--- src/rtl/vip_frame_arb_pkg.sv ---
// vip_pkg: shared header field positions, FSM state type and frame size helper for the frame arbiter
package vip_pkg;
  localparam int CTRL_W = 36;
  localparam int WIDTH_MSB = 35;
  localparam int WIDTH_LSB = 20;
  localparam int HEIGHT_MSB = 19;
  localparam int HEIGHT_LSB = 4;
  typedef enum logic [1:0] {IDLE, CTRL, VIDEO, DRAIN} arb_state_t;
  function automatic logic [31:0] frame_beats(input logic [CTRL_W-1:0] hdr, input int p);
    return (32'(hdr[WIDTH_MSB:WIDTH_LSB]) >> p) * 32'(hdr[HEIGHT_MSB:HEIGHT_LSB]);
  endfunction
endpackage

--- src/rtl/vip_frame_arb_if.sv ---
// vip_frame_arb_if: requester, post-side and status signals of the frame arbiter
interface vip_frame_arb_if import vip_pkg::*; #(parameter int BITWIDTH = 32) ();
  logic [CTRL_W-1:0]   rq0_control_data;
  logic                rq0_control_valid;
  logic                rq0_control_ready;
  logic [BITWIDTH-1:0] rq0_video_data;
  logic                rq0_video_valid;
  logic                rq0_video_ready;
  logic [CTRL_W-1:0]   rq1_control_data;
  logic                rq1_control_valid;
  logic                rq1_control_ready;
  logic [BITWIDTH-1:0] rq1_video_data;
  logic                rq1_video_valid;
  logic                rq1_video_ready;
  logic [CTRL_W-1:0]   out_control_data;
  logic                out_control_valid;
  logic [BITWIDTH-1:0] out_video_data;
  logic                out_video_valid;
  logic                out_video_ready;
  logic                post_frame_end;
  logic [1:0]          grant;
  logic                size_err;
  modport slave (
    input  rq0_control_data, rq0_control_valid, rq0_video_data, rq0_video_valid,
    input  rq1_control_data, rq1_control_valid, rq1_video_data, rq1_video_valid,
    input  out_video_ready, post_frame_end,
    output rq0_control_ready, rq0_video_ready, rq1_control_ready, rq1_video_ready,
    output out_control_data, out_control_valid, out_video_data, out_video_valid,
    output grant, size_err
  );
  modport master (
    output rq0_control_data, rq0_control_valid, rq0_video_data, rq0_video_valid,
    output rq1_control_data, rq1_control_valid, rq1_video_data, rq1_video_valid,
    output out_video_ready, post_frame_end,
    input  rq0_control_ready, rq0_video_ready, rq1_control_ready, rq1_video_ready,
    input  out_control_data, out_control_valid, out_video_data, out_video_valid,
    input  grant, size_err
  );
endinterface

--- src/rtl/vip_frame_arb_rr.sv ---
// vip_rr_pick2: two-way round-robin pick; on a tie the requester not served last wins
module vip_rr_pick2 (
  input  logic       clk,
  input  logic       rst,
  input  logic       en_i,
  input  logic [1:0] req_i,
  input  logic       upd_i,
  input  logic [1:0] upd_gnt_i,
  output logic [1:0] gnt_o
);
  logic [1:0] last_q;
  always_ff @(posedge clk or posedge rst)
    if (rst) last_q <= 2'b10;
    else if (upd_i) last_q <= upd_gnt_i;
  always_comb
    gnt_o = !en_i ? 2'b00 : (&req_i) ? ~last_q : req_i;
endmodule

--- src/rtl/vip_frame_arb.sv ---
// vip_frame_arb: round-robin frame arbiter steering one header and one frame of beats
// from either of two requesters into the shared post stage.
module vip_frame_arb import vip_pkg::*; #(
  parameter int BITWIDTH = 32,
  parameter int PARALLEL_BITWIDTH = 0
) (
  input logic clk,
  input logic rst,
  vip_frame_arb_if.slave bus
);
  arb_state_t          state_q;
  logic [1:0]          grant_q, pick;
  logic [CTRL_W-1:0]   hdr_q, hdr_in;
  logic [31:0]         beats_q, beats_d, cnt_q;
  logic                ctrl_v_q, size_err_q;
  logic                idle, hs_ctrl, hs_video, last_beat, upd, vvalid;
  logic [BITWIDTH-1:0] vdata;
  assign idle = state_q == IDLE;
  vip_rr_pick2 u_pick (
    .clk      (clk),
    .rst      (rst),
    .en_i     (idle && !rst),
    .req_i    ({bus.rq1_control_valid, bus.rq0_control_valid}),
    .upd_i    (upd),
    .upd_gnt_i(idle ? pick : grant_q),
    .gnt_o    (pick)
  );
  assign hs_ctrl = |pick;
  assign hdr_in = pick[1] ? bus.rq1_control_data : bus.rq0_control_data;
  assign beats_d = frame_beats(hdr_in, PARALLEL_BITWIDTH);
  // zero-size rejects still advance the rotation so a bad requester cannot starve the other
  assign upd = (hs_ctrl && beats_d == '0) || (state_q == DRAIN && bus.post_frame_end);
  assign vdata = grant_q[1] ? bus.rq1_video_data : bus.rq0_video_data;
  assign vvalid = state_q == VIDEO && (grant_q[1] ? bus.rq1_video_valid : bus.rq0_video_valid);
  assign hs_video = vvalid && bus.out_video_ready;
  assign last_beat = cnt_q == beats_q - 32'd1;
  assign bus.rq0_control_ready = pick[0];
  assign bus.rq1_control_ready = pick[1];
  assign bus.rq0_video_ready = state_q == VIDEO && grant_q[0] && bus.out_video_ready;
  assign bus.rq1_video_ready = state_q == VIDEO && grant_q[1] && bus.out_video_ready;
  assign bus.out_control_data = hdr_q;
  assign bus.out_control_valid = ctrl_v_q;
  assign bus.out_video_data = vdata;
  assign bus.out_video_valid = vvalid;
  assign bus.grant = grant_q;
  assign bus.size_err = size_err_q;
  always_ff @(posedge clk or posedge rst)
    if (rst) begin
      state_q <= IDLE;
      grant_q <= '0;
      hdr_q <= '0;
      beats_q <= '0;
      cnt_q <= '0;
      ctrl_v_q <= 1'b0;
      size_err_q <= 1'b0;
    end else begin
      size_err_q <= 1'b0;
      ctrl_v_q <= 1'b0;
      case (state_q)
        IDLE: if (hs_ctrl) begin
          hdr_q <= hdr_in;
          beats_q <= beats_d;
          if (beats_d == '0) size_err_q <= 1'b1;
          else begin
            grant_q <= pick;
            ctrl_v_q <= 1'b1;
            state_q <= CTRL;
          end
        end
        CTRL: begin
          cnt_q <= '0;
          state_q <= VIDEO;
        end
        VIDEO: if (hs_video) begin
          cnt_q <= cnt_q + 32'd1;
          if (last_beat) state_q <= DRAIN;
        end
        DRAIN: if (bus.post_frame_end) begin
          grant_q <= '0;
          state_q <= IDLE;
        end
        default: state_q <= IDLE;
      endcase
    end
endmodule

--- src/flat_wrapper.sv ---
// flat-port wrapper written by rule: the top's interface ports become plain ports
module vip_frame_arb_flat import vip_pkg::*;
#(
  parameter int BITWIDTH = 32,
  parameter int PARALLEL_BITWIDTH = 0
)
  (clk, rst, bus_rq0_control_data, bus_rq0_control_valid, bus_rq0_video_data, bus_rq0_video_valid, bus_rq1_control_data, bus_rq1_control_valid, bus_rq1_video_data, bus_rq1_video_valid, bus_out_video_ready, bus_post_frame_end, bus_rq0_control_ready, bus_rq0_video_ready, bus_rq1_control_ready, bus_rq1_video_ready, bus_out_control_data, bus_out_control_valid, bus_out_video_data, bus_out_video_valid, bus_grant, bus_size_err);
  vip_frame_arb_if #(.BITWIDTH(BITWIDTH)) bus_i ();
  input logic clk;
  input logic rst;
  input wire logic [$bits(bus_i.rq0_control_data)-1:0] bus_rq0_control_data;
  input wire logic [$bits(bus_i.rq0_control_valid)-1:0] bus_rq0_control_valid;
  input wire logic [$bits(bus_i.rq0_video_data)-1:0] bus_rq0_video_data;
  input wire logic [$bits(bus_i.rq0_video_valid)-1:0] bus_rq0_video_valid;
  input wire logic [$bits(bus_i.rq1_control_data)-1:0] bus_rq1_control_data;
  input wire logic [$bits(bus_i.rq1_control_valid)-1:0] bus_rq1_control_valid;
  input wire logic [$bits(bus_i.rq1_video_data)-1:0] bus_rq1_video_data;
  input wire logic [$bits(bus_i.rq1_video_valid)-1:0] bus_rq1_video_valid;
  input wire logic [$bits(bus_i.out_video_ready)-1:0] bus_out_video_ready;
  input wire logic [$bits(bus_i.post_frame_end)-1:0] bus_post_frame_end;
  output wire logic [$bits(bus_i.rq0_control_ready)-1:0] bus_rq0_control_ready;
  output wire logic [$bits(bus_i.rq0_video_ready)-1:0] bus_rq0_video_ready;
  output wire logic [$bits(bus_i.rq1_control_ready)-1:0] bus_rq1_control_ready;
  output wire logic [$bits(bus_i.rq1_video_ready)-1:0] bus_rq1_video_ready;
  output wire logic [$bits(bus_i.out_control_data)-1:0] bus_out_control_data;
  output wire logic [$bits(bus_i.out_control_valid)-1:0] bus_out_control_valid;
  output wire logic [$bits(bus_i.out_video_data)-1:0] bus_out_video_data;
  output wire logic [$bits(bus_i.out_video_valid)-1:0] bus_out_video_valid;
  output wire logic [$bits(bus_i.grant)-1:0] bus_grant;
  output wire logic [$bits(bus_i.size_err)-1:0] bus_size_err;
  assign bus_i.rq0_control_data = bus_rq0_control_data;
  assign bus_i.rq0_control_valid = bus_rq0_control_valid;
  assign bus_i.rq0_video_data = bus_rq0_video_data;
  assign bus_i.rq0_video_valid = bus_rq0_video_valid;
  assign bus_i.rq1_control_data = bus_rq1_control_data;
  assign bus_i.rq1_control_valid = bus_rq1_control_valid;
  assign bus_i.rq1_video_data = bus_rq1_video_data;
  assign bus_i.rq1_video_valid = bus_rq1_video_valid;
  assign bus_i.out_video_ready = bus_out_video_ready;
  assign bus_i.post_frame_end = bus_post_frame_end;
  assign bus_rq0_control_ready = bus_i.rq0_control_ready;
  assign bus_rq0_video_ready = bus_i.rq0_video_ready;
  assign bus_rq1_control_ready = bus_i.rq1_control_ready;
  assign bus_rq1_video_ready = bus_i.rq1_video_ready;
  assign bus_out_control_data = bus_i.out_control_data;
  assign bus_out_control_valid = bus_i.out_control_valid;
  assign bus_out_video_data = bus_i.out_video_data;
  assign bus_out_video_valid = bus_i.out_video_valid;
  assign bus_grant = bus_i.grant;
  assign bus_size_err = bus_i.size_err;
  vip_frame_arb #(.BITWIDTH(BITWIDTH), .PARALLEL_BITWIDTH(PARALLEL_BITWIDTH)) u_core (.clk(clk), .rst(rst), .bus(bus_i));
endmodule
--- config.mk ---
export PLATFORM = sky130hd
export DESIGN_NAME = vip_frame_arb_flat
export DESIGN_NICKNAME = d
export VERILOG_FILES = /design/src/rtl/vip_frame_arb_pkg.sv /design/src/rtl/vip_frame_arb_if.sv /design/src/rtl/vip_frame_arb_rr.sv /design/src/rtl/vip_frame_arb.sv /design/src/flat_wrapper.sv
export SDC_FILE = /design/constraint.sdc
export NUM_CORES = 1
export LEC_CHECK = 0
export CORE_MARGIN = 3
export CORE_UTILIZATION = 42
export DETAILED_ROUTE_END_ITERATION = 10
export PLACE_DENSITY = 0.75
export RECOVER_POWER = 25
export SYNTH_ARGS = -nofsm -noshare
export SYNTH_HDL_FRONTEND = slang
export SYNTH_SLANG_ARGS = --single-unit
--- constraint.sdc ---
create_clock -name clk -period 11.8 [get_ports clk]
set_input_delay 1.77 -clock clk [delete_from_list [all_inputs] [get_ports clk]]
set_output_delay 1.77 -clock clk [all_outputs]
set_load 0.005 [all_outputs]
After elaboration in Yosys (flattened, before gate mapping)
Cells that the tools add are included.
W data, S select, Z words.
{"block": "word_totals", "wordCells": 65, "input_bits": 144, "register_bits": 108, "output_inout_bits": 77}
{"block": "op_classes", "reduce_logical": 21, "bitwise_logic": 1, "muxes": 23, "addsub": 2, "multipliers": 1, "n_eq_ne": 9}
{"op": "$mux W32", "n": 2}
{"op": "$pmux W32 S2", "n": 1}
{"op": "$mux W36", "n": 1}
{"op": "$add A32 B1 Y32 const B", "n": 1}
{"op": "$eq A32 B32 Y1", "n": 1}
{"op": "$logic_not A32 Y1", "n": 1}
{"op": "$mul A16 B16 Y32", "n": 1}
{"op": "$sub A32 B1 Y32 const B", "n": 1}
{"op": "$mux W2", "n": 10}
{"op": "$logic_and A1 B1 Y1", "n": 9}
{"op": "$pmux W2 S4", "n": 1}
{"op": "$mux W1", "n": 7}
{"op": "$ne A2 B2 Y1 const B", "n": 3}
{"op": "$reduce_and A2 Y1", "n": 3}
{"op": "$reduce_and A5 Y1", "n": 1}
{"op": "$eq A2 B2 Y1 const B", "n": 2}
{"op": "$ne A2 B1 Y1 const B", "n": 2}
{"op": "$pmux W2 S2", "n": 1}
{"op": "$reduce_and A4 Y1", "n": 1}
{"op": "$reduce_bool A2 Y1", "n": 2}
{"op": "$eq A2 B1 Y1 const B", "n": 1}
{"op": "$logic_not A2 Y1", "n": 1}
{"op": "$not A2 Y2", "n": 1}
{"op": "$reduce_or A2 Y1", "n": 1}
{"op": "2 further kinds", "n": 2}

Longest topological paths before layout
{"block": "depth", "word_depth": 9, "ltp_mapped": 33}

Cells and area by module
A second synthesis with hierarchy kept.
{"block": "unflattened", "cells_unflattened": 1764, "hier_area_um2": 15406.0}
{"mod": "vip_frame_arb", "cells_per_inst": 1755, "area_per_inst_um2": 15310.9, "instances": 1}
{"mod": "vip_rr_pick2", "cells_per_inst": 9, "area_per_inst_um2": 95.1, "instances": 1}

Worst setup path before layout
No wires, ideal clock.
{"block": "synth_path", "kind": "in2reg", "startpoint": "in bus_rq1_control_valid", "endpoint": "reg u_core.u_pick.last_q[0]", "setup_time_ns": 0.125, "arrival_ns": 9.507, "slack_ns": 2.168, "cell_stages": 28, "path_buffers": 3, "cell_sequence": "a21boi_0 > nand2_1 > buf_1 > clkbuf_1 > nand2_1 > nand2_1 > clkbuf_1 > nand2_1 > fa_1 > fa_1 > fa_1 > fa_1 > inv_1 > fa_1 > inv_1 > fa_1 > inv_1 > ha_1 > a21oi_1 > o21ai_1 > a221o_1 > o21ai_1 > a21oi_1 > or4_1 > a2111o_1 > nor4_2 > a22o_1 > mux2_2"}
{"block": "synth_via", "elab_chain_len": 8, "word_cells_on_any_way": 10, "cone_classes": "mul: 1; mux: 4; reduce/logical: 5"}
{"item": "from (decl)", "line": "flat_wrapper.sv:16", "text": "input wire logic [$bits(bus_i.rq1_control_valid)-1:0] bus_rq1_control_valid;"}
{"item": "$reduce_and A2 Y1", "line": "vip_frame_arb_rr.sv:16", "text": "gnt_o = !en_i ? 2'b00 : (&req_i) ? ~last_q : req_i;"}
{"item": "$mux W2 * (2 in a row)", "line": "vip_frame_arb_rr.sv:16"}
{"item": "$mux W36", "line": "vip_frame_arb.sv:29", "text": "assign hdr_in = pick[1] ? bus.rq1_control_data : bus.rq0_control_data;"}
{"item": "$mul A16 B16 Y32", "line": "vip_frame_arb_pkg.sv:10", "text": "return (32'(hdr[WIDTH_MSB:WIDTH_LSB]) >> p) * 32'(hdr[HEIGHT_MSB:HEIGHT_LSB]);"}
{"item": "$logic_not A32 Y1", "line": "vip_frame_arb.sv:32", "text": "assign upd = (hs_ctrl && beats_d == '0) || (state_q == DRAIN && bus.post_frame_end);"}
{"item": "$logic_and A1 B1 Y1", "line": "vip_frame_arb.sv:32"}
{"item": "$logic_or A1 B1 Y1", "line": "vip_frame_arb.sv:32"}
{"item": "to (signal assigned)", "line": "vip_frame_arb_rr.sv:14", "text": "else if (upd_i) last_q <= upd_gnt_i;"}
{"item": "to (decl)", "line": "vip_frame_arb_rr.sv:11", "text": "logic [1:0] last_q;"}
Every way passes the cells marked *; elsewhere a longest branch is shown, timed or not.
A chain may end at the register's enable or synchronous reset.

Final worst setup path
{"block": "layout_path", "startpoint": "in rst", "endpoint": "reg u_core.u_pick.last_q[0]"}
{"block": "layout_via", "elab_chain_len": 8, "word_cells_on_any_way": 10, "cone_classes": "mul: 1; mux: 3; reduce/logical: 6"}
{"item": "from (decl)", "line": "flat_wrapper.sv:10", "text": "input logic rst;"}
{"item": "$logic_not A1 Y1 (no line) *"}
{"item": "$logic_and A1 B1 Y1 *", "line": "vip_frame_arb.sv:22", "text": ".en_i (idle && !rst),"}
{"item": "$mux W2 *", "line": "vip_frame_arb_rr.sv:16"}
{"item": "$mux W36", "line": "vip_frame_arb.sv:29"}
{"item": "$mul A16 B16 Y32", "line": "vip_frame_arb_pkg.sv:10"}
{"item": "$logic_not A32 Y1", "line": "vip_frame_arb.sv:32"}
{"item": "$logic_and A1 B1 Y1", "line": "vip_frame_arb.sv:32"}
{"item": "$logic_or A1 B1 Y1", "line": "vip_frame_arb.sv:32"}
Marks and branches as above.

==> summary.md <==
| Metric | Value |
|---|---|
| # DRC | `0` |
| Nets | `roughly 2.5k` |
| CTS Buf Count | `9` |
| Slew Viols, Final | `33` |
| Post-synthesis async set-or-reset flop share | `1.00` |
| Most common cell in the synthesized netlist | `nand2_1` |
| Std-Cell Rows | `roughly 70` |
| Mapped Nets | `between 2k and 2.5k` |
| Skew final | `~0.022 ns` |
| Min-delay worst type | `flop to flop` |
| CTS tree | `done` |
| Arrival time worst endpoint | `roughly 11 ns` |
| Post-DP Area | `between 15000 and 20000 um2` |
| Worst setup EP type | `flop` |
| Synth unique cells | `roughly 80` |
| Syn_area_per_cell | `between 8 and 9 um2` |
| Synth Cell Area | `approximately 15000 um2` |
| Register area share after synthesis | `0.176` |
| Fmax | `approximately 94 MHz` |
| Cells after Synth | `around 1.8k` |
| Synth top cells by count | `nand2_1 (323), inv_1 (233), nor2_1 (224)` |
| Slew margin rel. | `-0.0482` |
| Drt pass-1 iters | `6` |
| Share of cells above drive strength 1 | `0.0586` |
| Clock transition at the registers of the reported paths | `roughly 0.080 ns` |
| Final Instance Area | `between 15000 and 20000 um2` |
| First-pass GRT wire length | `around 76 mm` |
| Crit start category | `primary input` |
| Data required, critical path | `approximately 12 ns` |
| Post-cts sizing count | `0` |
| Detail Route Antenna Nets | `0` |
| Chip width | `approximately 200 um` |
| Failing checks | `max-capacitance violations, max-slew violations` |
| Largest net degree at the start of global routing | `78` |
| Final wirelength | `roughly 49 mm` |
| Global route total overflow | `0` |
| DR vias | `~14k` |
| Total of max-cap violations | `1` |
| CP Class | `primary input to flop` |
| Ports | `roughly 220` |
| Min Tclk post-route | `roughly 11 ns` |
| Die Height | `just under 200 um` |
| Synth Warn # | `0` |
| Via-to-Cell Ratio | `~5.5` |
| 1st-iter DRT viols | `between 1k and 1.5k` |
| Setup violators final | `0` |
| Hold_buf cts | `0` |
| Worst slew pin tran | `between 1.5 and 2 ns` |
| Area Growth Syn to Fin | `20.0%` |
| Post-CTS Setup Repair Bufs | `0` |
| Post-route setup slack | `roughly 1.1 ns` |
| Vias in the first global route | `between 10k and 15k` |
| EDFF count, synth | `0` |
| Clk root buf | `clkbuf_16` |
| Post-route setup TNS | `0 ns` |
| Worst Setup Slack post-DPL | `just under 0.9 ns` |
| Crit path max fanout | `roughly 70` |
| Wire per inst | `19.5 um` |
| PortBufs | `between 200 and 250` |
| # clock sinks | `108` |
| Placer Congestion | `around 1` |
| GRT Util Overall | `0.249` |
| Initial core utilization | `0.429` |
| Synth Register Bits | `between 100 and 150` |
| Antenna violations before repair | `3` |
| Share of the synthesized area in the top cell type | `0.252` |
| Final period utilization | `0.905` |
| Clk_lat worst skew | `just under 0.4 ns` |
| Outcome | `finished with violations` |
| Final Hold Vio Count | `0` |
| Detailed Place HPWL | `39.9 mm` |
| Leading area contributor after synthesis | `fa_1` |
| Die area | `just under 40000 um2` |
| Synth area leaders | `fa_1 (25%), dfrtp_1 (17%), ha_1 (9.0%)` |
| Number of H-tree levels | `3` |
| Core Area | `approximately 36000 um2` |
| Unrepaired setup endpoints after global routing | `no` |
| Post-synth top flop | `dfrtp_1` |
| Longest Clk Path Bufs | `2` |
[worst max-delay path, stage by stage]
cell and delay, ns:
dlygate4sd3_1 0.57, nor2b_1 0.37, nand2_4 0.10, buf_12 0.24, mux2i_1 0.79, nor2_1 0.16
fa_1 0.54, inv_1 0.08, fa_1 0.40, fa_1 0.56, inv_1 0.06, fa_1 0.49
fa_1 0.49, inv_1 0.05, fa_1 0.47, inv_1 0.04, ha_1 0.41, a21o_1 0.24
a21o_1 0.18, a221o_1 0.34, o21ai_1 0.29, a21oi_1 0.14, or4_1 0.47, a2111o_1 0.46
nor4_2 0.59, a22o_1 0.27, mux2_2 0.33
[registers in the layout, summed over array words and instances, names as in the netlist]
register and count:
u_core.beats_q 32, u_core.cnt_q 32, u_core.bus.grant 2, u_core.state_q 2, u_core.u_pick.last_q 2, u_core.bus.size_err 1, u_core.bus.out_control_valid 1, u_core.bus.out_control_data 36
[metal layers]
layer  share of wire  up-vias  track usage
li1                -     6360            -
met1            0.40     6850        0.321
met2            0.47      535        0.405
met3           0.082      106       0.0507
met4           0.044        0        0.119
met5               0        -            0
[cells in the final DEF, fill, tap and decap left out, types with 4 or more instances in the layout]
| master | synthesis | routed |
|---|---|---|
| ha_1 | 111 | 111 |
| xnor2_1 | 41 | 41 |
| nand2_1 | 323 | 321 |
| nand4_1 | 23 | 23 |
| nand3_1 | 19 | 19 |
| and4_1 | 4 | 4 |
| clkdlybuf4s50_1 | 0 | 180 |
| a21o_1 | 14 | 14 |
| a21oi_1 | 78 | 78 |
| a211oi_1 | 6 | 6 |
| dlygate4sd3_1 | 0 | 40 |
| clkbuf_16 | 0 | 9 |
| nor2_1 | 224 | 223 |
| dfrtp_1 | 107 | 107 |
| a21boi_0 | 4 | 4 |
| o21ai_1 | 4 | 4 |
| and2_1 | 7 | 7 |
| nor4_1 | 15 | 15 |
| or3_1 | 20 | 20 |
| or4_4 | 4 | 4 |
| buf_4 | 2 | 30 |
| inv_1 | 233 | 232 |
| o21ai_0 | 46 | 46 |
| o31ai_1 | 5 | 5 |
| o21a_1 | 8 | 8 |
| fa_1 | 194 | 194 |
| mux2i_1 | 37 | 37 |
| nor3_1 | 26 | 26 |
| o211ai_1 | 12 | 12 |
| or4_1 | 9 | 9 |
| or2_2 | 8 | 8 |
| xor2_1 | 39 | 39 |
| mux2_2 | 41 | 41 |
| o2111ai_1 | 5 | 5 |
| a31oi_1 | 8 | 8 |
| nand2b_1 | 14 | 14 |
| and3_1 | 11 | 11 |
| nor2b_1 | 8 | 7 |
[final timing paths]
check | from | end | slack [ns] | depth (start not counted)
hold / removal | u_core.beats_q[29]$_DFFE_PP0P_ | u_core.beats_q[29]$_DFFE_PP0P_ | 0.52 | 2
min in group asynchronous | rst | u_core.bus.out_control_data[21]$_DFFE_PP0P_ | 2.22 | 2
hold reg to reg | u_core.beats_q[29]$_DFFE_PP0P_ | u_core.beats_q[29]$_DFFE_PP0P_ | 0.52 | 2
max in group asynchronous | rst | u_core.cnt_q[29]$_DFFE_PP0P_ | 7.91 | 3
setup reg to reg | u_core.state_q[1]$_DFFE_PP0P_ | u_core.u_pick.last_q[0]$_DFFE_PP0P_ | 2.08 | 28
setup / recovery | rst | u_core.u_pick.last_q[0]$_DFFE_PP0P_ | 1.12 | 27
[cells by family after synthesis]
family	count (synthesis)	share of synthesized area
multiplexers	79	0.0548
XOR/XNOR	80	0.0455
buffers and inverters	306	0.0761
AO/OA/AOI/OAI	227	0.0935
adder cells (fa/ha/maj)	305	0.343
AND/OR/NAND/NOR	732	0.211
flip-flops	108	0.176
[per-stage QoR]
step	instances	hold WS, ns	util
2_1_floorplan	1837	0.473	-
3_3_place_gp	2477	0.497	0.506
3_5_place_dp	2477	0.509	0.506
4_1_cts	2493	0.527	0.515
5_1_grt	2496	0.548	0.515
6_report	2496	0.520	0.515
[layout make-up]
class                      count  area [um2]
multi-input combinational   1423       11500
fill                        3338       17400
tap                          461         577
timing repair buffer         251        2450
sequential                   108        2700
inverter                     234         880
clock inverter                 5        67.6
antenna                        3        7.51
clock buffer                  11         253
Power is left out: the tool's default activity adds up to more than one toggle a clock period on the data nets, which glitch-free logic cannot reach.
